`config.mk`:
```
export PLATFORM = sky130hd
export DESIGN_NAME = bit_serial_subtractor
export DESIGN_NICKNAME = d
export VERILOG_FILES = /design/src/rtl/bit_serial_subtractor.sv
export SDC_FILE = /design/constraint.sdc
export NUM_CORES = 1
export LEC_CHECK = 0
export ABC_AREA = 1
export BUFFER_PORTS_ARGS = -buffer_cell sky130_fd_sc_hd__buf_2
export CAP_MARGIN = 20
export CORE_MARGIN = 1.5
export CORE_UTILIZATION = 45
export DETAILED_ROUTE_END_ITERATION = 16
export GPL_ROUTABILITY_DRIVEN = 0
export PLACE_DENSITY = 0.78
export SYNTH_ARGS = -nofsm -noshare
export SYNTH_HDL_FRONTEND = slang
export SYNTH_SLANG_ARGS = --single-unit
```
`constraint.sdc`:
```
create_clock -name clk -period 1.29 [get_ports clk]
set_clock_uncertainty 0.15 [all_clocks]
set_input_delay 0.129 -clock clk [delete_from_list [all_inputs] [get_ports clk]]
set_output_delay 0.129 -clock clk [all_outputs]
set_load 0.05 [all_outputs]
```
`src/rtl/bit_serial_subtractor.sv`:
```
// Bit-serial unsigned subtractor: diff = a - b, one bit per clock, LSB first, valid/ready on both sides.
// Optional signed-overflow output enabled by defining SUB_SIGNED_OVF_EN.
module bit_serial_subtractor #(
    parameter int unsigned WIDTH = 8
) (
    input  logic             clk,
    input  logic             rst_n,
    input  logic             in_valid,
    output logic             in_ready,
    input  logic [WIDTH-1:0] a,
    input  logic [WIDTH-1:0] b,
    output logic             out_valid,
    input  logic             out_ready,
    output logic [WIDTH-1:0] diff,
    output logic             borrow
`ifdef SUB_SIGNED_OVF_EN
    ,
    output logic             ovf
`endif
);

    localparam int unsigned CNT_W = (WIDTH > 1) ? $clog2(WIDTH) : 1;

    typedef enum logic [1:0] {
        IDLE,
        RUN,
        DONE
    } state_t;

    state_t           state;
    logic [WIDTH-1:0] a_sh;
    logic [WIDTH-1:0] b_sh;
    logic [WIDTH-1:0] res;
    logic [CNT_W-1:0] cnt;
    logic             br;

    logic a_i;
    logic b_i;
    logic d_i;
    logic br_nxt;

    // One full-subtractor cell applied to the current LSBs of the operand shifters
    assign a_i    = a_sh[0];
    assign b_i    = b_sh[0];
    assign d_i    = a_i ^ b_i ^ br;
    assign br_nxt = (~a_i & b_i) | (~(a_i ^ b_i) & br);

    assign in_ready = (state == IDLE) && rst_n;

    always_ff @(posedge clk) begin
        if (!rst_n) begin
            state     <= IDLE;
            a_sh      <= '0;
            b_sh      <= '0;
            res       <= '0;
            cnt       <= '0;
            br        <= 1'b0;
            diff      <= '0;
            borrow    <= 1'b0;
            out_valid <= 1'b0;
`ifdef SUB_SIGNED_OVF_EN
            ovf       <= 1'b0;
`endif
        end else begin
            case (state)
                IDLE: begin
                    if (in_valid) begin
                        a_sh  <= a;
                        b_sh  <= b;
                        br    <= 1'b0;
                        cnt   <= '0;
                        state <= RUN;
                    end
                end
                RUN: begin
                    a_sh <= a_sh >> 1;
                    b_sh <= b_sh >> 1;
                    res  <= {d_i, res[WIDTH-1:1]};
                    br   <= br_nxt;
                    cnt  <= cnt + CNT_W'(1);
                    // Last bit: a_i/b_i are now the operand MSBs and d_i the result MSB
                    if (cnt == CNT_W'(WIDTH - 1)) begin
                        diff      <= {d_i, res[WIDTH-1:1]};
                        borrow    <= br_nxt;
`ifdef SUB_SIGNED_OVF_EN
                        ovf       <= (a_i ^ b_i) & (a_i ^ d_i);
`endif
                        out_valid <= 1'b1;
                        state     <= DONE;
                    end
                end
                DONE: begin
                    if (out_ready) begin
                        out_valid <= 1'b0;
                        state     <= IDLE;
                    end
                end
                default: state <= IDLE;
            endcase
        end
    end

endmodule

```
* Word level (Yosys, flattened, before mapping)
Cells that the tools add are included.
W data, S select, Z words.
** Storage, ports and cells
- Bits in registers :: 40
- Latch bits :: 0
- Memory bits (writable) :: 0
- Memory bits (read-only) :: 0
- Input bits :: 20
- Output and inout bits :: 11
- Logic and storage cells :: 46
- Memories kept :: 0
** Cells by class
- $add $sub $neg :: 1
- Multiply operators :: 0
- Div/mod/pow operators :: 0
- Magnitude comparators :: 0
- Equality and inequality tests :: 6
- Shift operators :: 0
- Multiplexer cells :: 15
- Bitwise operators :: 7
- Reduce and logical (&&, ||, !) cells :: 8
** Operators with widths (number)
- $pmux W8 S2 :: 2
- $mux W8 :: 2
- $mux W2 :: 3
- $ne A2 B2 Y1 const B :: 3
- $pmux W2 S3 :: 1
- $pmux W3 S2 :: 1
- $reduce_and A3 Y1 :: 2
- $pmux W1 S2 :: 2
- $reduce_and A2 Y1 :: 2
- $reduce_bool A2 Y1 :: 2
- $add A3 B1 Y3 const B :: 1
- $eq A3 B3 Y1 const B :: 1
- $mux W1 :: 3
- $mux W3 :: 1
- $and A1 B1 Y1 :: 2
- $eq A2 B1 Y1 const B :: 1
- $eq A2 B2 Y1 const B :: 1
- $logic_not A2 Y1 :: 1
- $not A1 Y1 :: 2
- $xor A1 B1 Y1 :: 2
- $logic_and A1 B1 Y1 :: 1
- $or A1 B1 Y1 :: 1

* Logic depth before layout (Yosys ltp)
Gate-level depths: netlist of the first run.
- Depth in word-level cells :: 5
- Depth in mapped cells :: 7
- Gate-level depth less buffers :: 6

* Least setup slack after synthesis of the first run
Ideal clock, no wire load.
- Kind :: reg2out
- Start :: register state[1]
- End :: output in_ready
- Data arrival time :: 1320 ps
- Data required time :: 1011 ps
- Slack :: -309 ps
- Cell stages (with the launch flop) :: 4
- Path buffers :: 0
- Cells stage by stage :: dfxtp_1 -> nor2_1 -> inv_1 -> nor2_1
** Between the ends
- Longest elaborated chain between the ends :: 2
** Ends and longest elaborated chain
- from (decl) :: line 30 : state_t state;
- from (signal assigned) :: line 52 : state <= IDLE;
- from (signal assigned) :: line 72 : state <= RUN;
- from (signal assigned) :: line 89 : state <= DONE;
- $logic_not A2 Y1 :: line 48 : assign in_ready = (state == IDLE) && rst_n;
- $logic_and A1 B1 Y1 :: line 48
- to (decl) :: line 9 : output logic in_ready,
No other way between the ends.

* Final worst setup path of the first run
- Start :: register state[0]
- End :: output in_ready
Same word-level chain as after synthesis.

==> results.ini, run 1 <==
[final_layout]
fin_cells=331
multi_input_area_um2=890.9
postLayoutCoreUtil_pct=67.76
fillers=290
drive_gt1_share_pct=34.74
area_growth_pct=40.36
fin_nets=307
diodes=0
seq_area_um2=792.0

[timing]
slew_headroom_pct=79.15
setup_viol=8
worst_slack_ns=-0.05418
finalCritPeriodShare_pct=104.2
hold_violations=0
slew_violations=0
setup_tns_ns=-0.1413
period_minus_slack_ns=1.344
tightestPinTransition_ns=0.3124
timing.fmax_ghz=0.7439
rsz0062_at_grt=yes

[setup_path]
startpoint_type=flop
cp_data_arrival_time_ns=1.07
required_ns=1.01
end_kind=output port
crit_type=reg2out
cp_max_fo=3

[yosys]
ys_warn_count=0
ys_ff_latch=39
synth_cells=235
synth_common_cells=nor2_1, nand2_1, dfxtp_1
yosysMostFrequentCell=nor2_1
netlist_area_um2=1662
synth_edf_count=0
synth_top_area_cell=dfxtp_1
seq_area_frac_synth_pct=46.99
synthFlopType=dfxtp_1
yosysTopAreaCellShare_pct=46.99
async_reset_ff_share_pct=0
syn_avg_cell_area_um2=7.071
netlist_top_cells_area=dfxtp_1, nor2_1, nand2_1, nand3_1, inv_1
synthDistinctLibCells=17
syn_nets=258

[global_route]
grt_pass1_vias=1496
grt-ovfl-total=0
antenna_found_initial=0
grt_pass1_wl_um=6182
grt_max_degree=21
grt_usage_pct=19.46

[route]
route.met2.wl_um=1914
via_per_inst=4.807
routed_wl_um=3857
drt_iter0_drc=98
top_layer=met4
wl_met1_um=1751
drc_errors=0
dr.pass1.iters=5
ant_nets=0
via_count=1591
wl_met3_um=155
wire_per_inst_um=11.65

[pwr]
power_density_nw_per_um2=1150
p_leak_uw=0.001073
power_uw=2683
ir_drop_mv=0.5670

[cts]
clkSlewWorstSetupHoldPaths_ns=0.08
clock-root-buffer=clkbuf_8
cts_buffers=5
htree_levels=2
tritoncts=yes
clk_path_buf_depth=2
numClockSinks=39
clk_latency_ns=0.28

[floorplan]
core.rowCount=21
die-area_um2=4066
fp.dieH_um=63.77
ios=31
core-area_um2=3442
start_util_pct=48.27
dieWidth_um=63.77

[place]
placed_cells=317
portBuffers=30
post-dp-hpwl_um=2507

[run_status]
status=finished with violations
failed_checks=setup timing

[hold_path]
hold_class=in2reg

[run]
max_cap_viol_count=0

-- power by group --
group	switching [µW]	internal [µW]	total [µW]
registers	47.9	1260	1310
clock network	421	576	996
logic	206	169	375
-- state kept, by name, indices dropped and copies added, names as in the netlist --
name       cells
cnt            3
state          2
br             1
out_valid      1
a_sh           8
res            7
diff           8
borrow         1
b_sh           8
-- worst paths after layout --
path              cells past startpoint      from       end  slack, ns
setup / recovery                      4  state[0]  in_ready      -0.05
hold / removal                        5      a[5]   a_sh[5]       0.02
setup reg to reg                      7  state[1]   b_sh[0]      -0.03
hold reg to reg                       2   diff[3]   diff[3]       0.32
-- metrics by stage --
stage	cell area [µm²]	hold slack (ns)	setup WS, ns
after floorplan	1677	0.1219	0.003186
after global placement	1986	0.2309	-0.03118
after detailed placement	1986	0.2331	-0.1296
after CTS	2196	0.01273	-0.05497
after global routing	2332	0.05172	-0.1033
final	2332	0.01548	-0.05418
-- area by class of cell --
class / instances / share of cell area [%]
multi-input combinational: 162 / 38.20
sequential: 39 / 33.96
timing repair buffer: 54 / 16.90
inverter: 22 / 3.648
clock buffer: 5 / 2.951
tap: 46 / 2.468
clock inverter: 3 / 1.878
-- worst max-delay path, stage by stage (launching register included) --
cell and delay [ns]:
dfxtp_2 0.36, nor2_4 0.13, inv_2 0.06, nor2_4 0.09, buf_8 0.15
-- cells by family (layout without fill, tap and decap cells) --
| group | count (synthesis) | after routing | synth area share (%) |
|---|---|---|---|
| AND/OR/NAND/NOR | 132 | 133 | 33.51 |
| flip-flops | 39 | 39 | 46.99 |
| buffers and inverters | 35 | 84 | 8.810 |
| AO/OA/AOI/OAI | 26 | 26 | 7.982 |
| adder cells (fa/ha/maj) | 3 | 3 | 2.711 |
-- cells in the final DEF (no fill, tap or decap), drive strengths merged --
| cell | Yosys | layout |
|---|---|---|
| dlygate4sd3 | 0 | 3 |
| o21a | 1 | 1 |
| ha | 2 | 2 |
| nand3 | 34 | 34 |
| nand2 | 48 | 48 |
| clkinv | 0 | 2 |
| bufinv | 0 | 1 |
| o21ai | 12 | 12 |
| nand3b | 1 | 1 |
| a21oi | 13 | 13 |
| clkbuf | 5 | 6 |
| fa | 1 | 1 |
| inv | 22 | 22 |
| buf | 8 | 50 |
| dfxtp | 39 | 39 |
| nor2 | 49 | 50 |
-- routing by layer --
| layer | global-route usage, % | vias to the layer above |
|---|---|---|
| met3 | 3.697 | 4 |
| met4 | 8.424 | 0 |
| met1 | 23.15 | 715 |
| met2 | 34.08 | 33 |
| li1 | - | 839 |
| met5 | 0 | - |
-- what timing repair did --
action / 4_1_cts / 5_1_grt
gates cloned: 1 / 1
hold buffers: 3 / 0
setup endpoints to repair: 12 / 36
endpoints found under the hold margin: 4 / 0
pin swaps: 5 / 18
gates resized for setup: 20 / 39
buffers inserted: 1 / 0
Note: power is estimated with default switching activity, not from simulation.
==> run 2, diff against run 1 <==
--- a/config.mk
+++ b/config.mk
@@ -9,10 +9,10 @@
 export BUFFER_PORTS_ARGS = -buffer_cell sky130_fd_sc_hd__buf_2
 export CAP_MARGIN = 20
 export CORE_MARGIN = 1.5
-export CORE_UTILIZATION = 45
+export CORE_UTILIZATION = 40
 export DETAILED_ROUTE_END_ITERATION = 16
 export GPL_ROUTABILITY_DRIVEN = 0
-export PLACE_DENSITY = 0.78
+export PLACE_DENSITY = 0.72
 export SYNTH_ARGS = -nofsm -noshare
 export SYNTH_HDL_FRONTEND = slang
 export SYNTH_SLANG_ARGS = --single-unit
==> results.ini, run 2 (synthesis results as in run 1) <==
[run]
max_cap_viol_count=0

[cts]
htree_levels=2
clkSlewWorstSetupHoldPaths_ns=0.08
cts_buffers=5
clk_latency_ns=0.30
clk_path_buf_depth=2
numClockSinks=39
clock-root-buffer=clkbuf_8
tritoncts=yes

[final_layout]
drive_gt1_share_pct=29.37
diodes=0
largestRegisters=a_sh (8), b_sh (8), diff (8)
mostFrequentLayoutCells=nor2_1, nand2_1, nand3_1, dfxtp_1, buf_2
fin_nets=308
area_growth_pct=35.17
fillers=370
fin_cells=336
final_common_cell=nor2_1

[route]
wire_per_inst_um=11.40
drc_errors=0
drt_iter0_drc=90
via_per_inst=4.792
routed_wl_um=3832
ant_nets=0
dr.pass1.iters=4
via_count=1610

[pwr]
p_seq_share_pct=48.2
switchingPower_uw=694.7
clkPwrFrac_pct=38.0
power_density_nw_per_um2=1203
swShare_pct=25.71
p_leak_uw=0.001058
p_int_uw=2007
p_comb_share_pct=13.9
ir_drop_mv=0.7100

[hold_path]
min-delay-start=a[5]
hold_class=in2reg
min_delay_path_depth=5
hold_end=a_sh[5]

[setup_path]
cp_data_arrival_time_ns=1.10
r2r_cells=6
crit_type=reg2out
startpoint_type=flop
rrSetupSlack_ns=-0.02
required_ns=1.01
end_kind=output port
r2r-end=diff[2]
r2r-start=cnt[1]
cp_max_fo=3

[floorplan]
die-area_um2=4550
dieWidth_um=67.45
core-area_um2=4000
fp.dieH_um=67.45
start_util_pct=41.54
core.rowCount=23
ios=31

[global_route]
antenna_found_initial=0
grt_pass1_wl_um=6975
grt_max_degree=21
grt_usage_pct=20.66
grt-ovfl-total=0
grt_pass1_vias=1610

[timing]
hold_slack_ns=0.002526
slew_violations=0
slew_headroom_pct=83.48
setup_viol=2
finalCritPeriodShare_pct=106.8
period_minus_slack_ns=1.378
timing.fmax_ghz=0.7258
rsz0062_at_grt=yes
hold_violations=0
tightestPinTransition_ns=0.2495
worst_slack_ns=-0.08780

[place]
placed_cells=323
portBuffers=30
post-dp-hpwl_um=2599

[run_status]
failed_checks=setup timing
status=finished with violations

run 2: what timing repair did:
action,4_1_cts,5_1_grt
hold endpoints to repair,4,0
gates cloned,1,0
pin swaps,4,13
buffers inserted,1,0
resized for setup,20,11
setup endpoints to repair,24,39
hold buffers,3,0
run 2: critical path: stages (launching register included):
cell and delay, ns:
dfxtp_2 0.36, nor2_4 0.14, inv_2 0.06, nor2_4 0.10
buf_8 0.15
run 2: worst max-delay path by stage:
stage / startpoint / endpoint / slack, ns / depth (start not counted)
3_5_place_dp: cnt[1] / borrow / -0.13 / 6
5_1_grt: state[0] / in_ready / -0.13 / 4
6_report: state[0] / in_ready / -0.09 / 4
4_1_cts: state[1] / in_ready / -0.09 / 4
3_3_place_gp: state[1] / in_ready / -0.08 / 4
2_1_floorplan: cnt[0] / diff[3] / 0.003 / 6
run 2: through the flow:
stage	worst slack, ns	area (µm²)	setup TNS, ns	total power [µW]	utilization [%]
after floorplan	0.003186	1677	0	1535	-
after global placement	-0.07706	2006	-0.4869	1658	50.14
after detailed placement	-0.1344	2006	-1.053	1666	50.14
after CTS	-0.08956	2222	-0.08956	2717	55.55
after global routing	-0.1332	2246	-1.537	2828	56.15
final	-0.08780	2246	-0.1090	2702	56.15
run 2: final cells by class:
| type | instances | area (µm²) | area share (%) |
|---|---|---|---|
| Inverter | 22 | 85.08 | 3.788 |
| Multi-Input combinational cell | 162 | 808.3 | 35.99 |
| Timing Repair Buffer | 55 | 387.9 | 17.27 |
| Clock inverter | 3 | 43.79 | 1.950 |
| Sequential cell | 39 | 789.5 | 35.15 |
| Clock buffer | 5 | 68.82 | 3.064 |
| Tap cell | 50 | 62.56 | 2.786 |
run 2: power by group through the flow:
stage | logic, µW | registers [µW] | clock network, µW
global route | 425 | 1310 | 1090
floorplan | 218 | 1320 | 0
detailed placement | 341 | 1320 | 0
CTS | 367 | 1300 | 1050
global placement | 335 | 1320 | 0
finish | 375 | 1300 | 1030
run 2: metal layers:
metal	vias to the layer above	track usage, %	routed length [µm]	part of all wire, %
li1	839	-	-	-
met1	728	24.33	1779	46
met2	36	34.90	1792	47
met3	7	6.333	187	4.9
met4	0	8.418	73	1.9
met5	-	0	0	0
==> run 3, diff against run 2 <==
--- a/config.mk
+++ b/config.mk
@@ -8,6 +8,7 @@
 export ABC_AREA = 1
 export BUFFER_PORTS_ARGS = -buffer_cell sky130_fd_sc_hd__buf_2
 export CAP_MARGIN = 20
+export CORE_ASPECT_RATIO = 0.9
 export CORE_MARGIN = 1.5
 export CORE_UTILIZATION = 40
 export DETAILED_ROUTE_END_ITERATION = 16
==> constraint.sdc (replaced) <==
create_clock -name clk -period 1.29 [get_ports clk]
set_clock_uncertainty 0.15 [all_clocks]
set_input_delay 0.129 -clock clk [delete_from_list [all_inputs] [get_ports clk]]
set_output_delay 0.129 -clock clk [all_outputs]
set_load 0.02 [all_outputs]
==> results.ini, run 3 (synthesis results as in run 1) <==
[hold_path]
hold_end=b_sh[2]
hold_class=in2reg
min_delay_path_depth=5
min-delay-start=b[2]

[setup_path]
startpoint_type=flop
end_kind=output port
cp_data_arrival_time_ns=1.06
cp-startpoint=state[0]
r2r-start=state[1]
r2r_cells=7
cp_max_fo=3
crit_type=reg2out
rrSetupSlack_ns=-0.02
r2r-end=a_sh[4]
required_ns=1.01

[timing]
slew_violations=0
slew_headroom_pct=85.01
worst_slack_ns=-0.04559
period_minus_slack_ns=1.336
setup_tns_ns=-0.1298
tightestPinTransition_ns=0.2240
hold_slack_ns=0.004994
rsz0062_at_grt=yes
timing.fmax_ghz=0.7487
hold_violations=0
setup_viol=10
finalCritPeriodShare_pct=103.5

[final_layout]
postLayoutCoreUtil_pct=55.82
drive_gt1_share_pct=28.57
final_common_cell=nor2_1
mostFrequentLayoutCells=nor2_1, nand2_1, nand3_1, dfxtp_1, buf_2
largestRegisters=a_sh (8), b_sh (8), diff (8)
diodes=0
fin_nets=309
area_growth_pct=35.01
fillers=392

[cts]
clock-root-buffer=clkbuf_8
htree_levels=2
clk_path_buf_depth=2
clk_latency_ns=0.29
numClockSinks=39
cts_buffers=5
tritoncts=yes
clkSlewWorstSetupHoldPaths_ns=0.08

[route]
dr.pass1.iters=4
via_count=1600
top_layer=met4
wl_met3_um=105
route.met2.wl_um=1757
wl_met1_um=1942
via_per_inst=4.776
wire_per_inst_um=11.53
routed_wl_um=3864
drc_errors=0
drt_iter0_drc=84
ant_nets=0

[run]
max_cap_viol_count=0

[pwr]
p_leak_uw=0.001053
power_uw=2506
ir_drop_mv=0.5230
power_density_nw_per_um2=1117

[floorplan]
die-area_um2=4550
fp.dieH_um=64.15
dieWidth_um=70.94
core.rowCount=22
core-area_um2=4019
start_util_pct=41.34
ios=31

[run_status]
failed_checks=setup timing
status=finished with violations

[place]
post-dp-hpwl_um=2559
portBuffers=30

[global_route]
grt_max_degree=17
antenna_found_initial=0
grt_pass1_vias=1497
grt_pass1_wl_um=6810
grt-ovfl-total=0
grt_usage_pct=19.10

==> run 3: cell count changes in the layout (fill, tap and decap cells not counted), moves of 2 or more <==
| cell | previous run | this run |
|---|---|---|
| o21ai_0 | 10 | 6 |
| o21ai_1 | 2 | 6 |
| clkinvlp_4 | 0 | 2 |
| dfxtp_2 | 4 | 2 |
| dfxtp_4 | 1 | 3 |
| dlygate4sd3_1 | 3 | 5 |
| nor2_2 | 2 | 0 |
==> run 3: timing repair <==
action / in CTS / in global routing
gates resized for setup: 25 / 12
gates cloned: 1 / 0
hold buffers: 5 / 0
buffers inserted: 2 / 1
hold endpoints to repair: 9 / 0
pin swaps: 5 / 8
endpoints found under the setup margin: 18 / 35
==> run 3: cell type report <==
type                    count  area [µm²]  area share [%]
multi-input cells         162       809.5           36.08
flip-flops and latches     39       794.5           35.42
repair buffers             56       405.4           18.07
inverters                  22       85.08           3.793
clock buffers               5       68.82           3.067
well taps                  48       60.06           2.677
clock inverters             3       20.02          0.8924
==> run 3: how the worst max path moves through the flow <==
stage / end / cells past startpoint / slack [ns]
6_report: in_ready / 4 / -0.05
5_1_grt: diff[2] / 6 / -0.1
4_1_cts: in_ready / 4 / -0.05
3_5_place_dp: diff[6] / 6 / -0.08
3_3_place_gp: diff[4] / 6 / -0.05
2_1_floorplan: diff[3] / 6 / 0.02
==> run 3: worst max-delay path: stages (launching register included) <==
cell     delay [ns]
dfxtp_4        0.36
nor2_4         0.13
inv_2          0.06
nor2_4         0.09
buf_6          0.12
==> run 3: where the power goes <==
part	switching [µW]	internal, µW	total, µW
clock	451	376	827
sequential	40.1	1260	1300
combinational	202	175	378
==> run 3: metal layers <==
| layer | up-vias | track usage (%) |
|---|---|---|
| met5 | - | 0 |
| met4 | 0 | 6.368 |
| met3 | 6 | 5.205 |
| met2 | 29 | 30.37 |
| met1 | 721 | 25.10 |
| li1 | 844 | - |
==> run 3: through the flow <==
stage               instances  setup slack [ns]  instance area, µm²
floorplan                 235           0.01744                1669
global placement          318          -0.05052                1986
detailed placement        318          -0.08318                1986
CTS                       334          -0.05325                2212
global route              335          -0.09560                2243
finish                    335          -0.04559                2243
